[src/rtl/regfile_dump_pkg.sv]
// Shared types and defaults for the register-file dump engine.
package regfile_dump_pkg;

    typedef enum logic [2:0] {
        ST_IDLE = 3'd0,
        ST_HDR  = 3'd1,
        ST_LOAD = 3'd2,
        ST_SEND = 3'd3,
        ST_CSUM = 3'd4
    } state_t;

    localparam logic [7:0]  HDR_BYTE  = 8'hA5;
    localparam int unsigned DEF_NREGS = 32;
    localparam int unsigned DEF_AW    = 5;
    localparam int unsigned DEF_DW    = 32;

endpackage

[src/rtl/regfile_dump.sv]
// Streams x0..NREGS-1 as a framed byte stream: header, little-endian words, XOR checksum.
module regfile_dump
    import regfile_dump_pkg::*;
#(
    parameter int unsigned NREGS = DEF_NREGS,
    parameter int unsigned AW    = DEF_AW,
    parameter int unsigned DW    = DEF_DW,
    parameter logic [7:0]  HDR   = HDR_BYTE
) (
    input  logic          clk,
    input  logic          rst_n,
    input  logic          start,
    output logic          busy,
    output logic          done,
    output logic [AW-1:0] rf_addr,
    input  logic [DW-1:0] rf_data,
    output logic [7:0]    tx_byte,
    output logic          tx_valid,
    input  logic          tx_ready
);

    localparam int unsigned NB = DW / 8;
    localparam int unsigned BW = (NB > 1) ? $clog2(NB) : 1;
    localparam logic [AW-1:0] LAST_IDX  = AW'(NREGS - 1);
    localparam logic [BW-1:0] LAST_BYTE = BW'(NB - 1);

    state_t        r_state;
    state_t        w_state_nxt;
    logic [AW-1:0] r_idx;
    logic [BW-1:0] r_byte_cnt;
    logic [7:0]    r_csum;
    logic [DW-1:0] r_shift;
    logic          r_done;
    logic          w_last_byte;
    logic          w_last_reg;

    assign w_last_byte = (r_byte_cnt == LAST_BYTE);
    assign w_last_reg  = (r_idx == LAST_IDX);

    assign busy    = (r_state != ST_IDLE);
    assign done    = r_done;
    assign rf_addr = r_idx;

    always_ff @(posedge clk) begin
        if (!rst_n) begin
            r_state <= ST_IDLE;
        end else begin
            r_state <= w_state_nxt;
        end
    end

    // tx_valid/tx_byte decode from state only; tx_ready only steers the next state.
    always_comb begin
        w_state_nxt = r_state;
        tx_valid    = 1'b0;
        tx_byte     = '0;
        case (r_state)
            ST_IDLE: begin
                if (start) begin
                    w_state_nxt = ST_HDR;
                end
            end
            ST_HDR: begin
                tx_valid = 1'b1;
                tx_byte  = HDR;
                if (tx_ready) begin
                    w_state_nxt = ST_LOAD;
                end
            end
            ST_LOAD: begin
                w_state_nxt = ST_SEND;
            end
            ST_SEND: begin
                tx_valid = 1'b1;
                tx_byte  = r_shift[7:0];
                if (tx_ready && w_last_byte) begin
                    w_state_nxt = w_last_reg ? ST_CSUM : ST_LOAD;
                end
            end
            ST_CSUM: begin
                tx_valid = 1'b1;
                tx_byte  = r_csum;
                if (tx_ready) begin
                    w_state_nxt = ST_IDLE;
                end
            end
            default: begin
                w_state_nxt = ST_IDLE;
            end
        endcase
    end

    always_ff @(posedge clk) begin
        if (!rst_n) begin
            r_idx      <= '0;
            r_byte_cnt <= '0;
            r_csum     <= '0;
            r_shift    <= '0;
            r_done     <= 1'b0;
        end else begin
            r_done <= (r_state == ST_CSUM) && tx_ready;
            case (r_state)
                ST_IDLE: begin
                    if (start) begin
                        r_idx      <= '0;
                        r_byte_cnt <= '0;
                        r_csum     <= '0;
                    end
                end
                ST_LOAD: begin
                    r_shift    <= rf_data;
                    r_byte_cnt <= '0;
                end
                ST_SEND: begin
                    if (tx_ready) begin
                        r_csum     <= r_csum ^ r_shift[7:0];
                        r_shift    <= r_shift >> 8;
                        r_byte_cnt <= r_byte_cnt + 1'b1;
                        if (w_last_byte && !w_last_reg) begin
                            r_idx <= r_idx + 1'b1;
                        end
                    end
                end
                default: begin
                end
            endcase
        end
    end

endmodule

[config.mk]
export PLATFORM = sky130hd
export DESIGN_NAME = regfile_dump
export DESIGN_NICKNAME = d
export VERILOG_FILES = /design/src/rtl/regfile_dump_pkg.sv /design/src/rtl/regfile_dump.sv
export SDC_FILE = /design/constraint.sdc
export NUM_CORES = 1
export LEC_CHECK = 0
export CAP_MARGIN = 25
export CORE_ASPECT_RATIO = 1.5
export CORE_MARGIN = 1.5
export CORE_UTILIZATION = 50
export CTS_CLUSTER_DIAMETER = 80
export DETAILED_ROUTE_END_ITERATION = 12
export DONT_BUFFER_PORTS = 1
export MAX_ROUTING_LAYER = met4
export RECOVER_POWER = 100
export SLEW_MARGIN = 20
export SYNTH_ARGS = -nofsm -noshare
export SYNTH_HDL_FRONTEND = slang
export SYNTH_SLANG_ARGS = --single-unit
export TNS_END_PERCENT = 10
[constraint.sdc]
create_clock -name clk -period 2 [get_ports clk]
set_input_delay 0.4 -clock clk [delete_from_list [all_inputs] [get_ports clk]]
set_output_delay 0.4 -clock clk [all_outputs]
set_load 0.02 [all_outputs]
==> summary.md, run 1 <==
| Metric | Value |
|---|---|
| Status | `finished, final reports clean` |
| Multi-input logic area | `1260 sq um` |
| Hold_ws | `0.215 ns` |
| Hold_buf cts | `0` |
| Maximum vdd drop | `0.000606 V` |
| CTS tree | `yes` |
| Final WL | `5.44 mm` |
| Switching Fraction | `0.294` |
| Total Power Consumption | `2.09 mW` |
| Max Slew Vio Count | `0` |
| Initial antenna violation count | `0` |
| CTS Root Buffer Type | `clkbuf_8` |
| Commonest non-fill, non-tap cell in the layout | `nand2_1` |
| Crit path required time | `2.24 ns` |
| DR WL/cell | `14.9 um` |
| Initial DRC count | `120` |
| DR vias/cell | `5.61` |
| Synth Warn # | `0` |
| NetSw | `0.615 mW` |
| Post-synthesis register bit count | `51` |
| Share of layout cells above drive strength 1 | `0.0831` |
| Hpwl dp | `3.69 mm` |
| Clock-pin slew on the worst setup and hold paths | `0.09 ns` |
| PwrDens | `820 nW/um^2` |
| # IOs | `52` |
| Post-CTS Setup Repair Bufs | `0` |
| Leak Pwr | `0.994 nW` |
| # fillers | `481` |
| Worst skew pair latency | `0.30 ns` |
| Clock power share | `0.273` |
| Max_cap viols | `0` |
| Syn Std Cell Area | `2390 sq um` |
| Synth Net Count | `343` |
| DIE AREA | `5220 sq um` |
| Starting Density | `0.523` |
| Arrival time worst endpoint | `2.11 ns` |
| Ys async rst share | `0` |
| Maximum clock path buffer count | `2` |
| DRC errors left | `0` |
| Worst-path fanout max | `5` |
| EDFF count, synth | `0` |
| Seq. cell area | `1020 sq um` |
| Crit end category | `flip-flop` |
| Worst relative slew slack | `0.600` |
| Wire length of the first global-routing pass | `8.83 mm` |
| Final hold violations | `0` |
| Die width | `59.5 um` |
| Die Height | `87.7 um` |
| Vias in the first global route | `1853` |
| Detail Route Antenna Nets | `0` |
| Via count | `2047` |
| Clock Sinks | `51` |
| Post-synthesis cell type count | `41` |
| Area growth, synth to finish | `6.48%` |
| Post-Syn Instances | `304` |
| CTS Buf Count | `5` |
| Final TNS setup | `0 ns` |
| Highest-count cells in the layout ignoring fill and taps | `nand2_1, dfxtp_1, o21ai_0, nor2_1, a31oi_1` |
| Pin count of the biggest net entering global routing | `49` |
| PortBufs | `0` |
| Comb power frac | `0.173` |
| Placer Congestion | `0.858` |
| H-tree depth | `2` |
| Post-layout net count | `340` |
| Antenna diodes | `0` |
| Total grt overflow | `0` |
| Mapped Avg Cell Area | `7.87 sq um` |
| CORE AREA | `4580 sq um` |
| Fin Clk Skew | `0.0147 ns` |
| Startpoint Class | `flip-flop` |
| Global-route usage over all layers | `0.222` |
| Row Count | `30` |
| Worst-Margin Slew | `0.597 ns` |
| Main synth FF type | `dfxtp_1` |
| Min Tclk post-route | `1.87 ns` |
| Sequential-to-total area share from yosys stat | `0.427` |
| DRT Pass-1 Iters | `4` |
| Highest clock rate | `534 MHz` |
| Critical path class | `reg -> reg` |
| Tightest Hold Check Type | `in -> reg` |
| Reg power frac | `0.553` |
| Internal power | `1.48 mW` |
| Final Cycle Share | `0.936` |
| Finish-stage setup viols | `0` |
| RSZ-0062 raised after global routing | `no` |
## power groups by stage
stage               Clock [mW]  Sequential (mW)  Combinational, mW
floorplan                    0             1.16              0.311
global placement             0             1.18              0.365
detailed placement           0             1.18              0.369
CTS                      0.597             1.16              0.371
global route             0.635             1.17              0.409
finish                   0.571             1.16              0.363
## synth_stat cells (3+ instances only)
library cell	number	area share
clkbuf_1	19	0.030
dfxtp_1	51	0.43
a31oi_1	24	0.063
nand3_1	4	0.0084
o211ai_1	8	0.025
ha_1	3	0.016
inv_1	3	0.0047
nand2b_1	5	0.013
o21ai_0	29	0.061
a21oi_1	8	0.017
nand2_1	64	0.10
a22oi_1	8	0.025
a22o_1	8	0.029
nand3b_1	11	0.035
nor2_1	26	0.041
## cell type report
cell class / count / area share
clock inverter: 2 / 0.00540
sequential: 51 / 0.401
multi-input combinational: 226 / 0.496
inverter: 3 / 0.00442
timing repair buffer: 14 / 0.0344
clock buffer: 5 / 0.0270
tap: 64 / 0.0314
## per-layer routing
layer	global-route usage	wire, um	part of all wire	vias up
met2	0.356	2560	0.47	43
li1	-	-	-	1070
met4	0.0485	46	0.0085	0
met5	-	0	0	-
met1	0.288	2600	0.48	928
met3	0.0443	226	0.042	6
## stage by stage
| stage | cell area [sq um] | utilization | instances | worst slack (ns) |
|---|---|---|---|---|
| 6_report | 2550 | 0.557 | 365 | 0.127 |
| 4_1_cts | 2590 | 0.565 | 365 | 0.0187 |
| 3_3_place_gp | 2500 | 0.546 | 358 | 0.123 |
| 5_1_grt | 2550 | 0.557 | 365 | 0.0491 |
| 2_1_floorplan | 2390 | - | 304 | 0.0443 |
| 3_5_place_dp | 2500 | 0.546 | 358 | 0.0647 |
## state kept, by name (all words and copies together) (netlist names)
name	cells
r_byte_cnt	2
r_csum	8
rf_addr	5
r_state	3
done	1
r_shift	32
## worst max-delay path, stage by stage (launching register included)
cell	delay [ns]
dfxtp_1	0.32
ha_1	0.22
and3_1	0.19
ha_2	0.20
or3_4	0.41
or3_1	0.35
a21oi_1	0.14
## cell families after synthesis
| group | synth area share |
|---|---|
| simple gates | 0.247 |
| compound gates | 0.260 |
| buf+inv | 0.0465 |
| fa+ha+maj | 0.0157 |
| flops | 0.427 |
| mux | 0.00470 |
## path summary, 6_finish.rpt
check | to | start | cells after the start | slack [ns]
setup / recovery | rf_addr[3] | rf_addr[0] | 6 | 0.13
hold / removal | r_state[0] | rst_n | 1 | 0.21
setup reg to reg | rf_addr[3] | rf_addr[0] | 6 | 0.13
hold reg to reg | r_shift[23] | r_shift[31] | 2 | 0.47
## what timing repair did
item / CTS / global route
hold endpoints to repair: 0 / 0
setup endpoints to repair: 9 / 10
resized for setup: 2 / 3
(Power assumes the default switching activity.)
==> run 2: changes to the inputs <==
--- a/config.mk
+++ b/config.mk
@@ -14,7 +14,7 @@
 export DONT_BUFFER_PORTS = 1
 export MAX_ROUTING_LAYER = met4
 export RECOVER_POWER = 100
-export SLEW_MARGIN = 20
+export SLEW_MARGIN = 10
 export SYNTH_ARGS = -nofsm -noshare
 export SYNTH_HDL_FRONTEND = slang
 export SYNTH_SLANG_ARGS = --single-unit
==> results of run 2 <==
No change in the layout: final DEF, timing and power equal those of run 1.
==> run 3: changes to the inputs <==
--- a/config.mk
+++ b/config.mk
@@ -8,7 +8,7 @@
 export CAP_MARGIN = 25
 export CORE_ASPECT_RATIO = 1.5
 export CORE_MARGIN = 1.5
-export CORE_UTILIZATION = 50
+export CORE_UTILIZATION = 47
 export CTS_CLUSTER_DIAMETER = 80
 export DETAILED_ROUTE_END_ITERATION = 12
 export DONT_BUFFER_PORTS = 1
==> run 3 against run 2 <==
Compared with the run above:
- non-clock buffer count fell by 3
- clock power rose by 9.8%
- flip-flop and latch count did not move
- hold slack barely moved
- sequential power barely moved
- maximum frequency fell by 3.1%
- cell count did not move
- die area rose by 6.1%
- critical path type is now reg -> out
==> summary.md, run 3 (synthesis results as in run 1) <==
| Metric | Value |
|---|---|
| # fillers | `486` |
| Clock Sinks | `51` |
| CTS tree | `yes` |
| Final Cycle Share | `0.967` |
| Worst-path fanout max | `11` |
| Starting Density | `0.494` |
| Final WL | `5.25 mm` |
| Commonest non-fill, non-tap cell in the layout | `nand2_1` |
| Startpoint Class | `flip-flop` |
| Worst-Margin Slew | `0.551 ns` |
| Max Slew Vio Count | `0` |
| Seq. cell area | `1020 sq um` |
| Clock-pin slew on the worst setup and hold paths | `0.09 ns` |
| Final TNS setup | `0 ns` |
| Vias in the first global route | `1893` |
| Max reg flops | `32` |
| CTS Root Buffer Type | `clkbuf_8` |
| DRC errors left | `0` |
| Status | `finished, final reports clean` |
| Max_cap viols | `0` |
| Leak Pwr | `1.01 nW` |
| Reg power frac | `0.544` |
| Post-CTS Setup Repair Bufs | `0` |
| # IOs | `52` |
| Worst-case reg-to-reg path depth | `6` |
| Maximum vdd drop | `0.000466 V` |
| CORE AREA | `4850 sq um` |
| Hold_buf cts | `0` |
| Via count | `2051` |
| Arrival time worst endpoint | `1.53 ns` |
| Hold depth | `1` |
| Final hold violations | `0` |
| Biggest register | `r_shift` |
| Initial antenna violation count | `0` |
| Design Area, Final | `2540 sq um` |
| DIE AREA | `5540 sq um` |
| Die width | `61.3 um` |
| DR vias/cell | `5.62` |
| CTS Buf Count | `5` |
| Wire length of the first global-routing pass | `8.65 mm` |
| Internal power | `1.51 mW` |
| Pin count of the biggest net entering global routing | `49` |
| Worst relative slew slack | `0.631` |
| Hpwl dp | `3.62 mm` |
| NetSw | `0.619 mW` |
| PortBufs | `0` |
| Critical path class | `reg -> out` |
| Post-DP Area | `2470 sq um` |
| DR WL/cell | `14.4 um` |
| Crit path setup slack, layout | `0.0665 ns` |
| Fin Clk Skew | `0.00802 ns` |
| Setup WS pre-CTS | `0.148 ns` |
| Crit end category | `primary output` |
| Share of layout cells above drive strength 1 | `0.0736` |
| Multi-input logic area | `1260 sq um` |
| DRT Pass-1 Iters | `4` |
| Highest clock rate | `517 MHz` |
| Finish-stage setup viols | `0` |
| Area growth, synth to finish | `6.06%` |
| Worst skew pair latency | `0.30 ns` |
| Global-route usage over all layers | `0.204` |
| H-tree depth | `2` |
| Row Count | `31` |
| Switching Fraction | `0.291` |
| Tightest Hold Check Type | `in -> reg` |
| Initial DRC count | `125` |
| Comb power frac | `0.161` |
| Total grt overflow | `0` |
| Post-layout net count | `337` |
| Min Tclk post-route | `1.93 ns` |
| Maximum clock path buffer count | `2` |
| PwrDens | `838 nW/um^2` |
| Antenna diodes | `0` |
| Hold_ws | `0.214 ns` |
| Clock power share | `0.294` |
| Die Height | `90.4 um` |
| RSZ-0062 raised after global routing | `no` |
| Highest-count cells in the layout ignoring fill and taps | `nand2_1, dfxtp_1, o21ai_0, nor2_1, a31oi_1` |
| Placer Congestion | `0.794` |
| Detail Route Antenna Nets | `0` |
| Crit path required time | `1.60 ns` |
run 3: changes by cell type in the layout (fill, tap and decap cells not counted), sizes merged:
cell,delta
clkinvlp,+1
clkinv,-1
clkbuf,-2
run 3: power by group through the flow:
stage / Clock, mW / Combinational (mW) / Sequential (mW)
after detailed placement: 0 / 0.358 / 1.18
after floorplan: 0 / 0.311 / 1.16
after CTS: 0.651 / 0.360 / 1.16
final: 0.627 / 0.343 / 1.16
after global placement: 0 / 0.353 / 1.18
after global routing: 0.690 / 0.396 / 1.17
run 3: path summary, 6_finish.rpt:
kind,slack [ns],endpoint,startpoint
worst max-delay path,0.07,tx_byte[6],r_state[2]
worst min-delay path,0.21,r_state[0],rst_n
worst max register to register,0.11,rf_addr[3],rf_addr[0]
worst min register to register,0.47,r_byte_cnt[1],r_byte_cnt[1]
run 3: metal layers:
metal / global-route usage / part of all wire / vias up
li1: - / - / 1071
met1: 0.273 / 0.47 / 934
met2: 0.308 / 0.47 / 42
met3: 0.0473 / 0.051 / 4
met4: 0.0543 / 0.0091 / 0
met5: - / 0 / -
run 3: critical path, cell delays in order, from the launching register on:
cell and delay, ns:
dfxtp_1 0.54, and3b_2 0.35, a22o_1 0.34
run 3: layout make-up:
class | instances | share of cell area
Clock buffer | 6 | 0.0325
Clock inverter | 2 | 0.00641
Inverter | 3 | 0.00444
Multi-Input combinational cell | 226 | 0.496
Sequential cell | 51 | 0.403
Tap cell | 66 | 0.0325
Timing Repair Buffer | 11 | 0.0251
run 3: repair_timing:
action,CTS,global route
resized for setup,1,3
endpoints found under the hold margin,0,0
endpoints found under the setup margin,4,9
run 3: through the flow:
step / cells / total power, mW / utilization
2_1_floorplan: 304 / 1.47 / -
3_3_place_gp: 357 / 1.53 / 0.510
3_5_place_dp: 357 / 1.54 / 0.510
4_1_cts: 365 / 2.17 / 0.531
5_1_grt: 365 / 2.26 / 0.524
6_report: 365 / 2.13 / 0.524
